$ cat src/rtl/health_tracker_if.sv
// Signal bundle between the stage/collision logic (master) and health_tracker (slave).
interface health_tracker_if #(
  parameter int HP_W = 7
) ();
  logic            start_l;
  logic            battle_l;
  logic            Player_Hit;
  logic [HP_W-1:0] Player_Dmg;
  logic            NPC_Hit;
  logic [HP_W-1:0] NPC_Dmg;
  logic [HP_W-1:0] Player_HP;
  logic [HP_W-1:0] NPC_HP;
  logic            Player_Dead;
  logic            NPC_Dead;

  modport master (
    output start_l, battle_l, Player_Hit, Player_Dmg, NPC_Hit, NPC_Dmg,
    input  Player_HP, NPC_HP, Player_Dead, NPC_Dead
  );

  modport slave (
    input  start_l, battle_l, Player_Hit, Player_Dmg, NPC_Hit, NPC_Dmg,
    output Player_HP, NPC_HP, Player_Dead, NPC_Dead
  );
endinterface

$ cat src/rtl/health_tracker.sv
// Per-combatant HP tracker: applies hits with invulnerability windows during battle and
// holds a death flag for DEAD_HOLD frames so the stage controller can leave WIN/LOSE.
module health_tracker #(
  parameter int MAX_HP        = 100,
  parameter int HP_W          = 7,
  parameter int INVULN_FRAMES = 30,
  parameter int DEAD_HOLD     = 60
) (
  input  logic            Clk,
  input  logic            Reset,
  health_tracker_if.slave hif
);

  localparam int INV_W  = (INVULN_FRAMES > 0) ? $clog2(INVULN_FRAMES + 1) : 1;
  localparam int HOLD_W = $clog2(DEAD_HOLD + 1);

  localparam logic [HP_W-1:0]   HP_FULL   = HP_W'(MAX_HP);
  localparam logic [HP_W-1:0]   HP_ZERO   = {HP_W{1'b0}};
  localparam logic [INV_W-1:0]  INV_LOAD  = INV_W'(INVULN_FRAMES);
  localparam logic [INV_W-1:0]  INV_ZERO  = {INV_W{1'b0}};
  localparam logic [INV_W-1:0]  INV_ONE   = INV_W'(1'b1);
  localparam logic [HOLD_W-1:0] HOLD_LOAD = HOLD_W'(DEAD_HOLD);
  localparam logic [HOLD_W-1:0] HOLD_ZERO = {HOLD_W{1'b0}};
  localparam logic [HOLD_W-1:0] HOLD_ONE  = HOLD_W'(1'b1);

  typedef enum logic [1:0] {
    ST_IDLE   = 2'd0,
    ST_ACTIVE = 2'd1,
    ST_HOLD   = 2'd2,
    ST_DONE   = 2'd3
  } state_t;

  function automatic logic [HP_W-1:0] sat_sub(input logic [HP_W-1:0] hp,
                                               input logic [HP_W-1:0] dmg);
    if (dmg >= hp) return {HP_W{1'b0}};
    else           return hp - dmg;
  endfunction

  state_t            state_r, state_nxt_s;
  logic [HP_W-1:0]   player_hp_r, player_hp_nxt_s;
  logic [HP_W-1:0]   npc_hp_r, npc_hp_nxt_s;
  logic              player_dead_r, player_dead_nxt_s;
  logic              npc_dead_r, npc_dead_nxt_s;
  logic [INV_W-1:0]  player_inv_r, player_inv_nxt_s;
  logic [INV_W-1:0]  npc_inv_r, npc_inv_nxt_s;
  logic [HOLD_W-1:0] hold_r, hold_nxt_s;
  logic              player_apply_s, npc_apply_s;

  assign player_apply_s = hif.Player_Hit && (hif.Player_Dmg != HP_ZERO) && (player_inv_r == INV_ZERO);
  assign npc_apply_s    = hif.NPC_Hit && (hif.NPC_Dmg != HP_ZERO) && (npc_inv_r == INV_ZERO);

  // State and datapath registers with synchronous active-low reset.
  always_ff @(posedge Clk) begin
    if (!Reset) begin
      state_r       <= ST_IDLE;
      player_hp_r   <= HP_FULL;
      npc_hp_r      <= HP_FULL;
      player_dead_r <= 1'b0;
      npc_dead_r    <= 1'b0;
      player_inv_r  <= INV_ZERO;
      npc_inv_r     <= INV_ZERO;
      hold_r        <= HOLD_ZERO;
    end else begin
      state_r       <= state_nxt_s;
      player_hp_r   <= player_hp_nxt_s;
      npc_hp_r      <= npc_hp_nxt_s;
      player_dead_r <= player_dead_nxt_s;
      npc_dead_r    <= npc_dead_nxt_s;
      player_inv_r  <= player_inv_nxt_s;
      npc_inv_r     <= npc_inv_nxt_s;
      hold_r        <= hold_nxt_s;
    end
  end

  // Next-state selection; a death in ACTIVE outranks a battle_l drop.
  always_comb begin
    state_nxt_s = state_r;
    case (state_r)
      ST_IDLE: begin
        if (hif.battle_l) state_nxt_s = ST_ACTIVE;
        else              state_nxt_s = ST_IDLE;
      end
      ST_ACTIVE: begin
        if ((npc_hp_nxt_s == HP_ZERO) || (player_hp_nxt_s == HP_ZERO)) state_nxt_s = ST_HOLD;
        else if (!hif.battle_l)                                         state_nxt_s = ST_IDLE;
        else                                                            state_nxt_s = ST_ACTIVE;
      end
      ST_HOLD: begin
        if (hif.start_l)           state_nxt_s = ST_IDLE;
        else if (hold_r <= HOLD_ONE) state_nxt_s = ST_DONE;
        else                       state_nxt_s = ST_HOLD;
      end
      ST_DONE: begin
        if (hif.start_l) state_nxt_s = ST_IDLE;
        else             state_nxt_s = ST_DONE;
      end
      default: state_nxt_s = ST_IDLE;
    endcase
  end

  // Next values of HP, invulnerability, hold counter and death flags.
  always_comb begin
    player_hp_nxt_s   = player_hp_r;
    npc_hp_nxt_s      = npc_hp_r;
    player_dead_nxt_s = player_dead_r;
    npc_dead_nxt_s    = npc_dead_r;
    player_inv_nxt_s  = player_inv_r;
    npc_inv_nxt_s     = npc_inv_r;
    hold_nxt_s        = hold_r;
    case (state_r)
      ST_IDLE: begin
        player_dead_nxt_s = 1'b0;
        npc_dead_nxt_s    = 1'b0;
        if (hif.start_l) begin
          player_hp_nxt_s  = HP_FULL;
          npc_hp_nxt_s     = HP_FULL;
          player_inv_nxt_s = INV_ZERO;
          npc_inv_nxt_s    = INV_ZERO;
        end else begin
          player_hp_nxt_s  = player_hp_r;
        end
      end
      ST_ACTIVE: begin
        player_dead_nxt_s = 1'b0;
        npc_dead_nxt_s    = 1'b0;
        if (player_apply_s) begin
          player_hp_nxt_s  = sat_sub(player_hp_r, hif.Player_Dmg);
          player_inv_nxt_s = INV_LOAD;
        end else if (player_inv_r != INV_ZERO) begin
          player_inv_nxt_s = player_inv_r - INV_ONE;
        end else begin
          player_inv_nxt_s = INV_ZERO;
        end
        if (npc_apply_s) begin
          npc_hp_nxt_s  = sat_sub(npc_hp_r, hif.NPC_Dmg);
          npc_inv_nxt_s = INV_LOAD;
        end else if (npc_inv_r != INV_ZERO) begin
          npc_inv_nxt_s = npc_inv_r - INV_ONE;
        end else begin
          npc_inv_nxt_s = INV_ZERO;
        end
        // NPC death wins a simultaneous double knockout.
        if (npc_hp_nxt_s == HP_ZERO) begin
          npc_dead_nxt_s = 1'b1;
          hold_nxt_s     = HOLD_LOAD;
        end else if (player_hp_nxt_s == HP_ZERO) begin
          player_dead_nxt_s = 1'b1;
          hold_nxt_s        = HOLD_LOAD;
        end else begin
          hold_nxt_s = HOLD_ZERO;
        end
      end
      ST_HOLD: begin
        if (hif.start_l) begin
          player_dead_nxt_s = 1'b0;
          npc_dead_nxt_s    = 1'b0;
          player_hp_nxt_s   = HP_FULL;
          npc_hp_nxt_s      = HP_FULL;
          player_inv_nxt_s  = INV_ZERO;
          npc_inv_nxt_s     = INV_ZERO;
          hold_nxt_s        = HOLD_ZERO;
        end else if (hold_r <= HOLD_ONE) begin
          player_dead_nxt_s = 1'b0;
          npc_dead_nxt_s    = 1'b0;
          hold_nxt_s        = HOLD_ZERO;
        end else begin
          hold_nxt_s = hold_r - HOLD_ONE;
        end
      end
      ST_DONE: begin
        player_dead_nxt_s = 1'b0;
        npc_dead_nxt_s    = 1'b0;
        if (hif.start_l) begin
          player_hp_nxt_s  = HP_FULL;
          npc_hp_nxt_s     = HP_FULL;
          player_inv_nxt_s = INV_ZERO;
          npc_inv_nxt_s    = INV_ZERO;
        end else begin
          player_hp_nxt_s  = player_hp_r;
        end
      end
      default: begin
        player_hp_nxt_s   = HP_FULL;
        npc_hp_nxt_s      = HP_FULL;
        player_dead_nxt_s = 1'b0;
        npc_dead_nxt_s    = 1'b0;
        player_inv_nxt_s  = INV_ZERO;
        npc_inv_nxt_s     = INV_ZERO;
        hold_nxt_s        = HOLD_ZERO;
      end
    endcase
  end

  assign hif.Player_HP   = player_hp_r;
  assign hif.NPC_HP      = npc_hp_r;
  assign hif.Player_Dead = player_dead_r;
  assign hif.NPC_Dead    = npc_dead_r;

endmodule

$ cat src/flat_wrapper.sv
// flat-port wrapper written by rule: the top's interface ports become plain ports
module health_tracker_flat 
#(
  parameter int MAX_HP        = 100,
  parameter int HP_W          = 7,
  parameter int INVULN_FRAMES = 30,
  parameter int DEAD_HOLD     = 60
)
  (Clk, Reset, hif_start_l, hif_battle_l, hif_Player_Hit, hif_Player_Dmg, hif_NPC_Hit, hif_NPC_Dmg, hif_Player_HP, hif_NPC_HP, hif_Player_Dead, hif_NPC_Dead);
  health_tracker_if #(.HP_W(HP_W)) hif_i ();
  input  logic Clk;
  input  logic Reset;
  input wire logic [$bits(hif_i.start_l)-1:0] hif_start_l;
  input wire logic [$bits(hif_i.battle_l)-1:0] hif_battle_l;
  input wire logic [$bits(hif_i.Player_Hit)-1:0] hif_Player_Hit;
  input wire logic [$bits(hif_i.Player_Dmg)-1:0] hif_Player_Dmg;
  input wire logic [$bits(hif_i.NPC_Hit)-1:0] hif_NPC_Hit;
  input wire logic [$bits(hif_i.NPC_Dmg)-1:0] hif_NPC_Dmg;
  output wire logic [$bits(hif_i.Player_HP)-1:0] hif_Player_HP;
  output wire logic [$bits(hif_i.NPC_HP)-1:0] hif_NPC_HP;
  output wire logic [$bits(hif_i.Player_Dead)-1:0] hif_Player_Dead;
  output wire logic [$bits(hif_i.NPC_Dead)-1:0] hif_NPC_Dead;
  assign hif_i.start_l = hif_start_l;
  assign hif_i.battle_l = hif_battle_l;
  assign hif_i.Player_Hit = hif_Player_Hit;
  assign hif_i.Player_Dmg = hif_Player_Dmg;
  assign hif_i.NPC_Hit = hif_NPC_Hit;
  assign hif_i.NPC_Dmg = hif_NPC_Dmg;
  assign hif_Player_HP = hif_i.Player_HP;
  assign hif_NPC_HP = hif_i.NPC_HP;
  assign hif_Player_Dead = hif_i.Player_Dead;
  assign hif_NPC_Dead = hif_i.NPC_Dead;
  health_tracker #(.MAX_HP(MAX_HP), .HP_W(HP_W), .INVULN_FRAMES(INVULN_FRAMES), .DEAD_HOLD(DEAD_HOLD)) u_core (.Clk(Clk), .Reset(Reset), .hif(hif_i));
endmodule
$ cat config.mk
export PLATFORM = sky130hd
export DESIGN_NAME = health_tracker_flat
export DESIGN_NICKNAME = d
export VERILOG_FILES = /design/src/rtl/health_tracker_if.sv /design/src/rtl/health_tracker.sv /design/src/flat_wrapper.sv
export SDC_FILE = /design/constraint.sdc
export NUM_CORES = 1
export LEC_CHECK = 0
export CAP_MARGIN = 20
export CORE_UTILIZATION = 38
export CTS_CLUSTER_SIZE = 25
export DETAILED_ROUTE_END_ITERATION = 7
export PLACE_DENSITY = 0.58
export SLEW_MARGIN = 20
export SYNTH_ARGS = -nofsm -noshare
export SYNTH_HDL_FRONTEND = slang
export SYNTH_SLANG_ARGS = --single-unit
$ cat constraint.sdc
create_clock -name Clk -period 7.2 [get_ports Clk]
set_input_delay 1.44 -clock Clk [delete_from_list [all_inputs] [get_ports Clk]]
set_output_delay 1.44 -clock Clk [all_outputs]
set_load 0.02 [all_outputs]
==> impl_metrics.json <==
{
  "cts.sinks": 34,
  "tritoncts": "built",
  "cts_buffers": 5,
  "cts_resized": 0,
  "portBuffers": 35,
  "synth_edf_count": 0,
  "synth_compound_area_share_pct": 25.8,
  "gp_congestion": 0.842,
  "route.final.wire_length_um": 7050,
  "drt-initial-drc-count": 145,
  "ys.flop_type": "dfxtp_1",
  "grt_max_degree": 25,
  "ios": 36,
  "overflow": 0,
  "yosys_warnings": 0,
  "yosys.area_share.adder_pct": 13.3,
  "layout-drive-gt1-share_pct": 4.29,
  "synth_simple_gate_area_share_pct": 26.6,
  "synth-xor-area-share_pct": 2.55,
  "grt_pass1_wl_um": 11800,
  "async_reset_ff_share_pct": 0,
  "syn-num-nets": 415,
  "slew_violations": 0,
  "grt.total_usage_pct": 19.8,
  "period_share_pct": 58.1,
  "areaGrowthSynthToFinish_pct": 18.5,
  "worstPathCellList": "clkdlybuf4s50_1, ha_1, fa_1, nor2b_1, o31a_1, o311ai_1, or3_1, o41ai_1, nand3_2, and4_1, o2bb2ai_1",
  "clockBufferDepth": 2,
  "drv_cap": 0,
  "synth.area.top_cells": "dfxtp_1, ha_1, a21oi_1, nor2_1, inv_1",
  "wl_per_cell_um": 14.3,
  "ctsHoldBuffers": 0,
  "vias": 2702,
  "hold_class": "register to register",
  "synth_area_per_cell_sq_um": 7.48,
  "final_nets": 443,
  "intPower_mw": 0.352,
  "dp_hpwl_um": 5280,
  "hp-start": "u_core.hif.Player_Dead",
  "cpPeakStageDelay_ps": 460,
  "final_hold_viol_count": 0,
  "synth_cell_type_count": 60,
  "setup_viol": 0,
  "num_rows": 30,
  "synth_top_family_by_area": "simple AND/OR/NAND/NOR gates",
  "fin_cells": 492,
  "power_switching_mw": 0.188,
  "grt_pass1_vias": 2477,
  "synthCells": 367,
  "h-tree-depth": 2,
  "p_sw_share_pct": 34.8,
  "synth.yosys.seq_area_share_pct": 24.8,
  "ys_ff_latch": 34,
  "initial_core_util_pct": 40.0,
  "clock_latency_ps": 290,
  "synth_area_sq_um": 2750,
  "crit_start": "hif_NPC_Dmg[0]",
  "pwr-share-seq_pct": 38.9,
  "die_area_sq_um": 7570,
  "synth_mux_area_share_pct": 0.364,
  "crit_slowest_cell": "clkdlybuf4s50_1",
  "ctsRootBufferMaster": "clkbuf_8",
  "tightestPinTransition_ps": 840,
  "dp_cells": 484,
  "synth_top_area_cell": "dfxtp_1",
  "leakage_nw": 1.24,
  "yosysTopAreaCellShare_pct": 24.8,
  "rsz0062_at_grt": "false",
  "pwr_density_cell_nw_per_um2": 166,
  "skew_ps": 7.73,
  "start_kind": "input port",
  "clkTransAtPathRegs_ps": 80,
  "grt_antenna_before_repair": 0,
  "ir_drop_mv": 0.0949,
  "die_h_um": 87.0,
  "cts_setup_buffers": 0,
  "status": "finished clean",
  "timing.rr.start": "u_core.hif.NPC_HP[0]",
  "fin_setup_tns_ps": 0,
  "fin_crit_ps": 4180,
  "coreArea_sq_um": 6870,
  "end_kind": "register",
  "crit_arrival_ps": 4330,
  "required_ps": 7350,
  "worstSetupPathType": "input port to register",
  "via_per_inst": 5.49,
  "clkPwrFrac_pct": 27.7,
  "ant_nets": 0,
  "p_comb_share_pct": 33.4,
  "die_w_um": 87.0,
  "route.detailed.drc": 0,
  "insertedDiodeCount": 0,
  "first_pass_iters": 4,
  "fmaxAchievable_mhz": 239,
  "slew_headroom_pct": 43.8,
  "worst-path-max-fanout": 4
}
## sequential cells by signal (all words and copies together) (netlist names)
register                cells
u_core.npc_inv_r            5
u_core.hif.NPC_HP           7
u_core.player_inv_r         5
u_core.hif.Player_Dead      1
u_core.hif.Player_HP        7
u_core.hif.NPC_Dead         1
u_core.hold_r               6
u_core.state_r              2
## per-layer routing
| metal | vias up | share of wire, % | wire (um) | GRT usage (%) |
|---|---|---|---|---|
| li1 | 1392 | - | - | - |
| met1 | 1276 | 52 | 3680 | 27.2 |
| met2 | 27 | 45 | 3140 | 32.4 |
| met3 | 7 | 2.3 | 160 | 2.94 |
| met4 | 0 | 0.96 | 68 | 4.85 |
| met5 | - | 0 | 0 | 0 |
## synth_stat cells (all sizes together) (6+ instances only)
master / count
nand2: 23
o21ai: 26
nor2: 43
or2: 6
a21oi: 37
ha: 26
nor3: 12
or3: 7
dfxtp: 34
clkbuf: 12
nand3: 8
nand2b: 6
inv: 33
## final cells by class
| type | instances | area, sq um |
|---|---|---|
| Multi-Input combinational cell | 286 | 1880 |
| Sequential cell | 34 | 681 |
| Tap cell | 96 | 120 |
| Clock buffer | 6 | 82.6 |
| Inverter | 33 | 124 |
| Fill cell | 697 | 3610 |
| Clock inverter | 2 | 12.5 |
| Timing Repair Buffer | 35 | 350 |
## metrics by stage
stage | setup WS, ps | util (%) | cell area [sq um] | hold WS [ps] | power, mW
global route | 2820 | 47.4 | 3250 | 516 | 0.578
CTS | 3030 | 47.4 | 3250 | 489 | 0.544
detailed placement | 2720 | 46.0 | 3160 | 468 | 0.393
finish | 3020 | 47.4 | 3250 | 481 | 0.539
floorplan | 3460 | - | 2750 | 445 | 0.344
global placement | 2820 | 46.0 | 3160 | 464 | 0.392
## critical path: cells and delay by family
| kind | cells | cell delay (ps) |
|---|---|---|
| fa+ha+maj | 2 | 620 |
| compound gates | 4 | 820 |
| buf+inv | 1 | 460 |
| simple gates | 4 | 1010 |
## cells in the final DEF (no fill, tap or decap), drive strengths merged, types with 3 or more instances in the layout
cell and n:
nor4 4, dfxtp 34, nand2b 6, or4b 3, a31oi 3, nand2 23, or4 5, clkdlybuf4s50 35
ha 26, nor3b 3, nor3 12, o41ai 3, o311ai 4, xor2 3, xnor2 5, o21ai 26
a21oi 37, nor2b 5, inv 33, nand4 4, o21a 5, o211ai 5, or2 6, clkbuf 6
a22oi 5, nand3 8, nor2 43, or3 7
## worst paths after layout
path                                 end  cells after the start  slack (ps)
setup reg to reg       u_core.state_r[0]                     11        4200
hold reg to reg   u_core.hif.Player_Dead                      2         480
hold / removal    u_core.hif.Player_Dead                      2         480
setup / recovery       u_core.state_r[0]                     11        3020
## kinds of logic (layout without fill, tap and decap cells)
group / count (synthesis) / count (layout)
AND/OR/NAND/NOR: 137 / 137
buffers and inverters: 47 / 76
flip-flops: 34 / 34
adder cells (fa/ha/maj): 28 / 28
XOR/XNOR: 8 / 8
AO/OA/AOI/OAI: 112 / 112
multiplexers: 1 / 1
## power by group through the flow
stage | Combinational, mW | Clock, mW | Sequential (mW)
6_report | 0.180 | 0.150 | 0.210
3_3_place_gp | 0.178 | 0 | 0.214
2_1_floorplan | 0.129 | 0 | 0.215
5_1_grt | 0.202 | 0.164 | 0.211
3_5_place_dp | 0.179 | 0 | 0.214
4_1_cts | 0.179 | 0.155 | 0.209
Power figures use the tool's default switching activity.
